**src/rtl/mux_scan_pkg.sv**
```systemverilog
// Shared types and constants for the mux scan sequencer and its helpers.
// The state enum uses the names the sequencer is described with: IDLE, SETTLE, HOLD.
package mux_scan_pkg;

    localparam int CH_NUM   = 8;
    localparam int SEL_W    = 3;
    localparam int SETTLE_W = 4;

    typedef enum logic [1:0] {
        IDLE,
        SETTLE,
        HOLD
    } scan_state_t;

endpackage

```
**src/rtl/mux_scan_next_chan.sv**
```systemverilog
// Combinational search for the lowest set mask bit strictly above an index.
// Feeding index -1 yields the first set channel of the mask.
module mux_scan_next_chan
    import mux_scan_pkg::*;
(
    input  logic [CH_NUM-1:0]       mask,
    input  logic signed [SEL_W:0]   idx,
    output logic [SEL_W-1:0]        next_ch,
    output logic                    found
);

    // Walk downwards so the lowest qualifying channel is the last one written.
    always_comb begin
        next_ch = '0;
        found   = 1'b0;
        for (int i = CH_NUM - 1; i >= 0; i--) begin
            if (mask[i] && (i > int'(idx))) begin
                next_ch = SEL_W'(i);
                found   = 1'b1;
            end
        end
    end

endmodule

```
**src/rtl/mux_scan_ctrl.sv**
```systemverilog
// Scans the masked channels of an 8:1 mux with a programmable settle time
// and hands the assembled 8-bit sample word downstream over valid/ready.
module mux_scan_ctrl
    import mux_scan_pkg::scan_state_t, mux_scan_pkg::CH_NUM, mux_scan_pkg::SEL_W,
           mux_scan_pkg::SETTLE_W, mux_scan_pkg::IDLE, mux_scan_pkg::HOLD;
#(
    parameter int SETTLE = 2
) (
    input  logic              clk,
    input  logic              rst,
    input  logic              start,
    input  logic [CH_NUM-1:0] chan_mask,
    output logic [SEL_W-1:0]  sel,
    input  logic              mux_y,
    output logic              busy,
    output logic [CH_NUM-1:0] data_out,
    output logic              data_valid,
    input  logic              data_ready
);

    // The sample is taken on the edge where the counter reaches SETTLE-1,
    // so each select value is held exactly SETTLE cycles.
    localparam logic [SETTLE_W-1:0] SETTLE_LAST = SETTLE_W'(SETTLE - 1);

    scan_state_t         state_q, state_d;
    logic [SETTLE_W-1:0] cnt_q, cnt_d;
    logic [SEL_W-1:0]    sel_q, sel_d;
    logic [CH_NUM-1:0]   mask_q, mask_d;
    logic [CH_NUM-1:0]   shadow_q, shadow_d;
    logic [CH_NUM-1:0]   data_out_q, data_out_d;
    logic                valid_q, valid_d;

    logic [SEL_W-1:0]    first_ch, next_ch;
    logic                first_found, next_found;

    mux_scan_next_chan u_first (
        .mask    (chan_mask),
        .idx     ({(SEL_W + 1){1'b1}}),
        .next_ch (first_ch),
        .found   (first_found)
    );

    mux_scan_next_chan u_next (
        .mask    (mask_q),
        .idx     ($signed({1'b0, sel_q})),
        .next_ch (next_ch),
        .found   (next_found)
    );

    // NOTE: every signal gets its hold value first so no path leaves it unassigned (no latches).
    always_comb begin
        state_d    = state_q;
        cnt_d      = cnt_q;
        sel_d      = sel_q;
        mask_d     = mask_q;
        shadow_d   = shadow_q;
        data_out_d = data_out_q;
        valid_d    = valid_q;

        case (state_q)
            IDLE: begin
                if (start) begin
                    mask_d   = chan_mask;
                    shadow_d = '0;
                    if (first_found) begin
                        sel_d   = first_ch;
                        cnt_d   = '0;
                        state_d = mux_scan_pkg::SETTLE;
                    end else begin
                        data_out_d = '0;
                        valid_d    = 1'b1;
                        state_d    = HOLD;
                    end
                end
            end

            mux_scan_pkg::SETTLE: begin
                cnt_d = cnt_q + SETTLE_W'(1);
                if (cnt_q == SETTLE_LAST) begin
                    shadow_d[sel_q] = mux_y;
                    if (next_found) begin
                        sel_d = next_ch;
                        cnt_d = '0;
                    end else begin
                        // Final bit is merged in the same edge it is sampled.
                        data_out_d = shadow_d;
                        valid_d    = 1'b1;
                        state_d    = HOLD;
                    end
                end
            end

            HOLD: begin
                if (valid_q && data_ready) begin
                    valid_d = 1'b0;
                    state_d = IDLE;
                end
            end

            default: state_d = IDLE;
        endcase
    end

    // NOTE: sequential state uses non-blocking assignments so all registers update together.
    always_ff @(posedge clk or posedge rst) begin
        if (rst) begin
            state_q    <= IDLE;
            cnt_q      <= '0;
            sel_q      <= '0;
            mask_q     <= '0;
            shadow_q   <= '0;
            data_out_q <= '0;
            valid_q    <= 1'b0;
        end else begin
            state_q    <= state_d;
            cnt_q      <= cnt_d;
            sel_q      <= sel_d;
            mask_q     <= mask_d;
            shadow_q   <= shadow_d;
            data_out_q <= data_out_d;
            valid_q    <= valid_d;
        end
    end

    assign sel        = sel_q;
    assign busy       = (state_q != IDLE);
    assign data_out   = data_out_q;
    assign data_valid = valid_q;

endmodule

```
**config.mk**
```make
export PLATFORM = sky130hd
export DESIGN_NAME = mux_scan_ctrl
export DESIGN_NICKNAME = d
export VERILOG_FILES = /design/src/rtl/mux_scan_pkg.sv /design/src/rtl/mux_scan_next_chan.sv /design/src/rtl/mux_scan_ctrl.sv
export SDC_FILE = /design/constraint.sdc
export NUM_CORES = 1
export LEC_CHECK = 0
export ABC_CLOCK_PERIOD_IN_PS = 4750
export CAP_MARGIN = 25
export CORE_MARGIN = 2
export CORE_UTILIZATION = 50
export DETAILED_ROUTE_END_ITERATION = 8
export GPL_TIMING_DRIVEN = 0
export PLACE_DENSITY_LB_ADDON = 0.05
export SYNTH_ARGS = -nofsm -noshare
export SYNTH_HDL_FRONTEND = slang
export SYNTH_HIERARCHICAL = 1
export SYNTH_SLANG_ARGS = --single-unit
```
**constraint.sdc**
```tcl
create_clock -name clk -period 4.75 [get_ports clk]
set_input_delay 0.475 -clock clk [delete_from_list [all_inputs] [get_ports clk]]
set_output_delay 0.475 -clock clk [all_outputs]
set_load 0.01 [all_outputs]
```
==> impl_metrics.toml, run 1 <==
[detailed_routing]
vias = 1758
dr.pass1.iters = 4
wire_per_inst_um = 13.3
wl_mm = 4.42
drtAntennaViolNets = 0
drc = 0
viasPerCell = 5.30
dr.first_iter.drc_count = 61

[clock_network]
clk_pin_slew_ns = 0.07
cts_resized = 0
cts_tree = "done"
cts_setup_buffers = 0
cts.path.max_buffers = 2
numCtsBuffers = 5
cts_root_buffer = "clkbuf_8"
clk_latency_ns = 0.28
cts-hold-fix-buffers = 0
cts.sinks = 34
cts_max_level = 2

[pwr]
vdd_drop_max_v = 0.000386
power.density_nw_per_um2 = 554
cellLeakagePower_nw = 1.25

[yosys]
synth_area_leaders = "dfrtp_1, mux2_2, nor2b_1"
post_synth.cell_area_avg_sq_um = 10.3
yosysWarnings = 6
netlist_instances = 210
synth_largest_area_cell = "dfrtp_1"
syn-cell-area_sq_um = 2170
synth_commonest_cells = "dfrtp_1, mux2_2, inv_1, nor2b_1, o21ai_0"
ys_ff_latch = 34
synth.most_common_cell = "dfrtp_1"
synth_async_sr_flop_share = 1.00
synth-edff-count = 0
synth_cell_types = 46
ys_seq_area_frac = 0.392
synthFlopType = "dfrtp_1"
synth_top_area_share = 0.392

[setup_path]
criticalPathCategory = "in2reg"
endpoint_kind = "flop"
path_max_fanout = 5
path_buf_inv = 1
cp.required_ns = 4.92
worst_path_max_delay_cell = "or4b_1"
path_delay_family = "compound AO/OA/AOI/OAI gates"
arrival_ns = 2.73
path_cells = "clkdlybuf4s50_1, o21ai_0, nand2_1, or4b_1, a21oi_1, a211oi_2, mux2_2"
crit_path_max_incr_delay_ns = 0.60
start_kind = "primary input"

[timing]
max_slew_margin = 0.593
maxSlewViolCount = 0
hold_viol = 0
fin_crit_ns = 2.56
rsz0062_at_grt = "false"
final-setup-viol-count = 0
fin_skew_ns = 0.00501
tightest_slew_ns = 0.610
max_freq_ghz = 0.390
tns_ns = 0
post-route-period-util = 0.540

[global_route]
grt-ovfl-total = 0
grt.total_usage = 0.202
grt_max_degree = 24
grt_pass1_vias = 1749
antenna_found_initial = 0
grt_pass1_wl_mm = 8.02

[die]
die_w_um = 69.9
design.die.area_sq_um = 4880
rows = 23
die_h_um = 69.9
core_area_sq_um = 4090
start_util = 0.531
io_pins = 26

[cells_and_area]
fin_nets = 296
final_cells = 332
syn_to_final_growth_pct = 27.1
diodes = 0
drive_above_1_share = 0.177
fillers = 349

[placed_design]
port_buffers = 25
hpwl_mm = 3.29
placed_cells = 324
place_congestion = 0.743

[hold_path]
hold_class = "reg2reg"

[flow_run]
maxCapViolations = 0

[outcome]
status = "finished, final reports clean"
report_power, final:
part / total (W) / internal [W] / switching, W / leakage (nW)
logic: 0.000722 / 0.000413 / 0.000309 / 0.770
registers: 0.000550 / 0.000420 / 0.000130 / 0.424
clock network: 0.000259 / 0.000157 / 0.000102 / 0.0524
total: 0.00153 / 0.000989 / 0.000541 / 1.25
sequential cells by signal (all words and copies together) (netlist names):
name / flops
cnt_q: 4
data_out: 8
data_valid: 1
mask_q: 8
sel: 3
shadow_q: 8
state_q: 2
area by class of cell:
class	instances	area, sq um	area share
multi-input combinational	194	1360	0.491
clock buffer	7	76.3	0.0277
tap	50	62.6	0.0227
timing repair buffer	26	278	0.101
sequential	34	851	0.308
clock inverter	1	30.0	0.0109
buffer	8	61.3	0.0222
inverter	12	45.0	0.0163
per-stage QoR:
step           cell area (sq um)  utilization  total power [W]  worst slack (ns)  hold WS, ns
3_5_place_dp                2650        0.649          0.00128              1.92        0.492
2_1_floorplan               2310            -          0.00106              2.65        0.479
3_3_place_gp                2630        0.643          0.00126              1.93        0.486
6_report                    2760        0.675          0.00153              2.19        0.505
4_1_cts                     2760        0.675          0.00155              2.21        0.508
5_1_grt                     2760        0.675          0.00166              1.98        0.513
path summary, 6_finish.rpt:
kind,start,to,slack [ns],cells after the start
max,chan_mask[0],sel[1]$_DFFE_PP0P_,2.19,7
min,shadow_q[6]$_DFFE_PP0P_,shadow_q[6]$_DFFE_PP0P_,0.51,1
max reg2reg,sel[1]$_DFFE_PP0P_,data_out[6]$_DFFE_PP0P_,2.36,6
min reg2reg,shadow_q[6]$_DFFE_PP0P_,shadow_q[6]$_DFFE_PP0P_,0.51,1
max in group asynchronous,rst,data_out[1]$_DFFE_PP0P_,3.66,3
min in group asynchronous,rst,cnt_q[2]$_DFFE_PP0P_,0.56,2
kinds of logic (layout without fill, tap and decap cells):
family,after synthesis,after routing,synth area share
compound gates,52,52,0.182
mux,32,32,0.165
simple gates,68,68,0.197
buf+inv,20,54,0.0490
other cells,2,40,0.00346
fa+ha+maj,2,2,0.0115
flops,34,34,0.392
layer usage:
layer | up-vias | track usage | share of wire
li1 | 891 | - | -
met1 | 839 | 0.282 | 0.50
met2 | 23 | 0.319 | 0.46
met3 | 5 | 0.0404 | 0.029
met4 | 0 | 0.0620 | 0.0077
met5 | - | 0 | 0
cells in the final DEF (no fill, tap or decap), types with 3 or more instances in the layout:
cell	synthesis	final
nor2b_1	12	12
o22a_1	6	6
a221oi_1	7	7
clkdlybuf4s50_1	0	25
conb_1	2	40
nand2_1	7	7
dfrtp_1	34	34
nand2b_1	5	5
clkbuf_8	0	5
clkbuf_1	2	4
nand3_1	3	3
o21ai_0	11	11
mux2_2	30	30
a21oi_1	9	9
buf_6	3	3
nor3b_1	3	3
inv_1	12	12
o22ai_1	3	3
nor2_1	10	10
nand3b_1	9	9
Power figures use the tool's default switching activity.
==> inputs of run 2 (changes only) <==
--- a/config.mk
+++ b/config.mk
@@ -5,7 +5,7 @@
 export SDC_FILE = /design/constraint.sdc
 export NUM_CORES = 1
 export LEC_CHECK = 0
-export ABC_CLOCK_PERIOD_IN_PS = 4750
+export ABC_CLOCK_PERIOD_IN_PS = 2500
 export CAP_MARGIN = 25
 export CORE_MARGIN = 2
 export CORE_UTILIZATION = 50
==> constraint.sdc (replaced) <==
create_clock -name clk -period 2.5 [get_ports clk]
set_input_delay 0.25 -clock clk [delete_from_list [all_inputs] [get_ports clk]]
set_output_delay 0.25 -clock clk [all_outputs]
set_load 0.01 [all_outputs]
==> run 2 against run 1 <==
Effect of this change:
- flip-flop and latch count unchanged
- sequential power up 91%
- global-route usage unchanged
- setup slack worse by 2.0 ns
- sequential share of layout area about the same
- die area unchanged
- combinational power up 90%
- via count down 0.34%
- highest routed layer unchanged
==> impl_metrics.toml, run 2 (synthesis results as in run 1) <==
[cells_and_area]
fin_nets = 296
final_cell_mix = "conb_1, dfrtp_1, mux2_2, clkdlybuf4s50_1"
final_common_cell = "conb_1"
diodes = 0
drive_above_1_share = 0.188
syn_to_final_growth_pct = 27.4
final_cells = 332

[timing]
fin_crit_ns = 2.36
post-route-period-util = 0.943
hold_viol = 0
max_freq_ghz = 0.424
rsz0062_at_grt = "false"
maxSlewViolCount = 0
tightest_slew_ns = 0.608
final-setup-viol-count = 0
max_slew_margin = 0.594
fin_skew_ns = 0.00532

[detailed_routing]
vias = 1752
drtAntennaViolNets = 0
viasPerCell = 5.28
wire_per_inst_um = 13.2
dr.first_iter.drc_count = 67
drc = 0
dr.pass1.iters = 4
wl_mm = 4.39

[clock_network]
cts-hold-fix-buffers = 0
cts_setup_buffers = 0
clk_latency_ns = 0.28
cts.sinks = 34
cts.path.max_buffers = 2
cts_tree = "done"
cts_max_level = 2
cts_root_buffer = "clkbuf_8"
numCtsBuffers = 5
clk_pin_slew_ns = 0.07

[die]
start_util = 0.531
io_pins = 26
design.die.area_sq_um = 4880
die_w_um = 69.9
rows = 23
die_h_um = 69.9
core_area_sq_um = 4090

[pwr]
p_total_w = 0.00291
vdd_drop_max_v = 0.000733
cellLeakagePower_nw = 1.24
power.density_nw_per_um2 = 1050

[setup_path]
start_kind = "flop"
endpoint_kind = "flop"
rrSetupSlack_ns = 0.14
crit_start = "sel[2]$_DFFE_PP0P_"
rr_startpoint = "sel[2]$_DFFE_PP0P_"
path_max_fanout = 9
cp.required_ns = 2.66
criticalPathCategory = "reg2reg"
rr_worst_depth = 6
arrival_ns = 2.52
r2r_end = "data_out[6]$_DFFE_PP0P_"

[flow_run]
maxCapViolations = 0

[placed_design]
placed_cells = 324
place_congestion = 0.743
hpwl_mm = 3.29
port_buffers = 25

[outcome]
status = "finished, final reports clean"

[global_route]
antenna_found_initial = 0
grt_pass1_wl_mm = 8.02
grt-ovfl-total = 0
grt.total_usage = 0.202
grt_pass1_vias = 1749
grt_max_degree = 24

[hold_path]
hold_class = "in2async"
[run 2: cell counts in the layout (fill, tap and decap cells not counted)]
Identical to the previous run, type by type.
[run 2: cell type report]
cell class	count	area [sq um]
clock inverters	1	30.0
inverters	12	45.0
plain buffers	8	61.3
repair buffers	26	278
flip-flops and latches	34	853
fillers	350	1320
multi-input cells	194	1360
clock buffers	7	76.3
well taps	50	62.6
[run 2: timing repair]
item	CTS	global route
setup endpoints to repair	0	11
gates resized for setup	0	3
hold endpoints to repair	0	0
[run 2: metrics by stage]
stage | setup slack (ns) | setup TNS [ns] | hold WS [ns] | util | cell area [sq um]
6_report | 0.142 | 0 | 0.336 | 0.677 | 2770
5_1_grt | 0.0204 | 0 | 0.376 | 0.677 | 2770
4_1_cts | 0.105 | 0 | 0.347 | 0.675 | 2760
3_5_place_dp | -0.107 | -0.318 | 0.492 | 0.649 | 2650
3_3_place_gp | -0.0962 | -0.287 | 0.486 | 0.643 | 2630
2_1_floorplan | 0.403 | 0 | 0.392 | - | 2310
[run 2: how the worst max path moves through the flow]
stage	slack [ns]	cells past startpoint	end
after floorplan	0.40	6	data_out[0]$_DFFE_PP0P_
after global placement	-0.1	7	sel[0]$_DFFE_PP0P_
after detailed placement	-0.11	7	sel[1]$_DFFE_PP0P_
after CTS	0.10	6	data_out[6]$_DFFE_PP0P_
after global routing	0.02	6	data_out[4]$_DFFE_PP0P_
final	0.14	6	data_out[6]$_DFFE_PP0P_
[run 2: power by group]
part	leakage, nW	switching, W	internal [W]
Combinational	0.770	0.000587	0.000784
Sequential	0.422	0.000245	0.000801
Clock	0.0524	0.000194	0.000298
[run 2: per-layer routing]
| layer | GRT usage | wire length [um] | up-vias | share of wire |
|---|---|---|---|---|
| met5 | 0 | 0 | - | 0 |
| met4 | 0.0620 | 34 | 0 | 0.0078 |
| met3 | 0.0404 | 123 | 5 | 0.028 |
| met2 | 0.319 | 2000 | 21 | 0.46 |
| met1 | 0.282 | 2230 | 836 | 0.51 |
| li1 | - | - | 890 | - |
[run 2: critical path: stages (launching register included)]
cell and delay [ns]:
dfrtp_1 0.54, nand3b_1 0.17, o22a_1 0.27, or4b_1 0.55, inv_1 0.15, a32oi_4 0.21, mux2_2 0.33
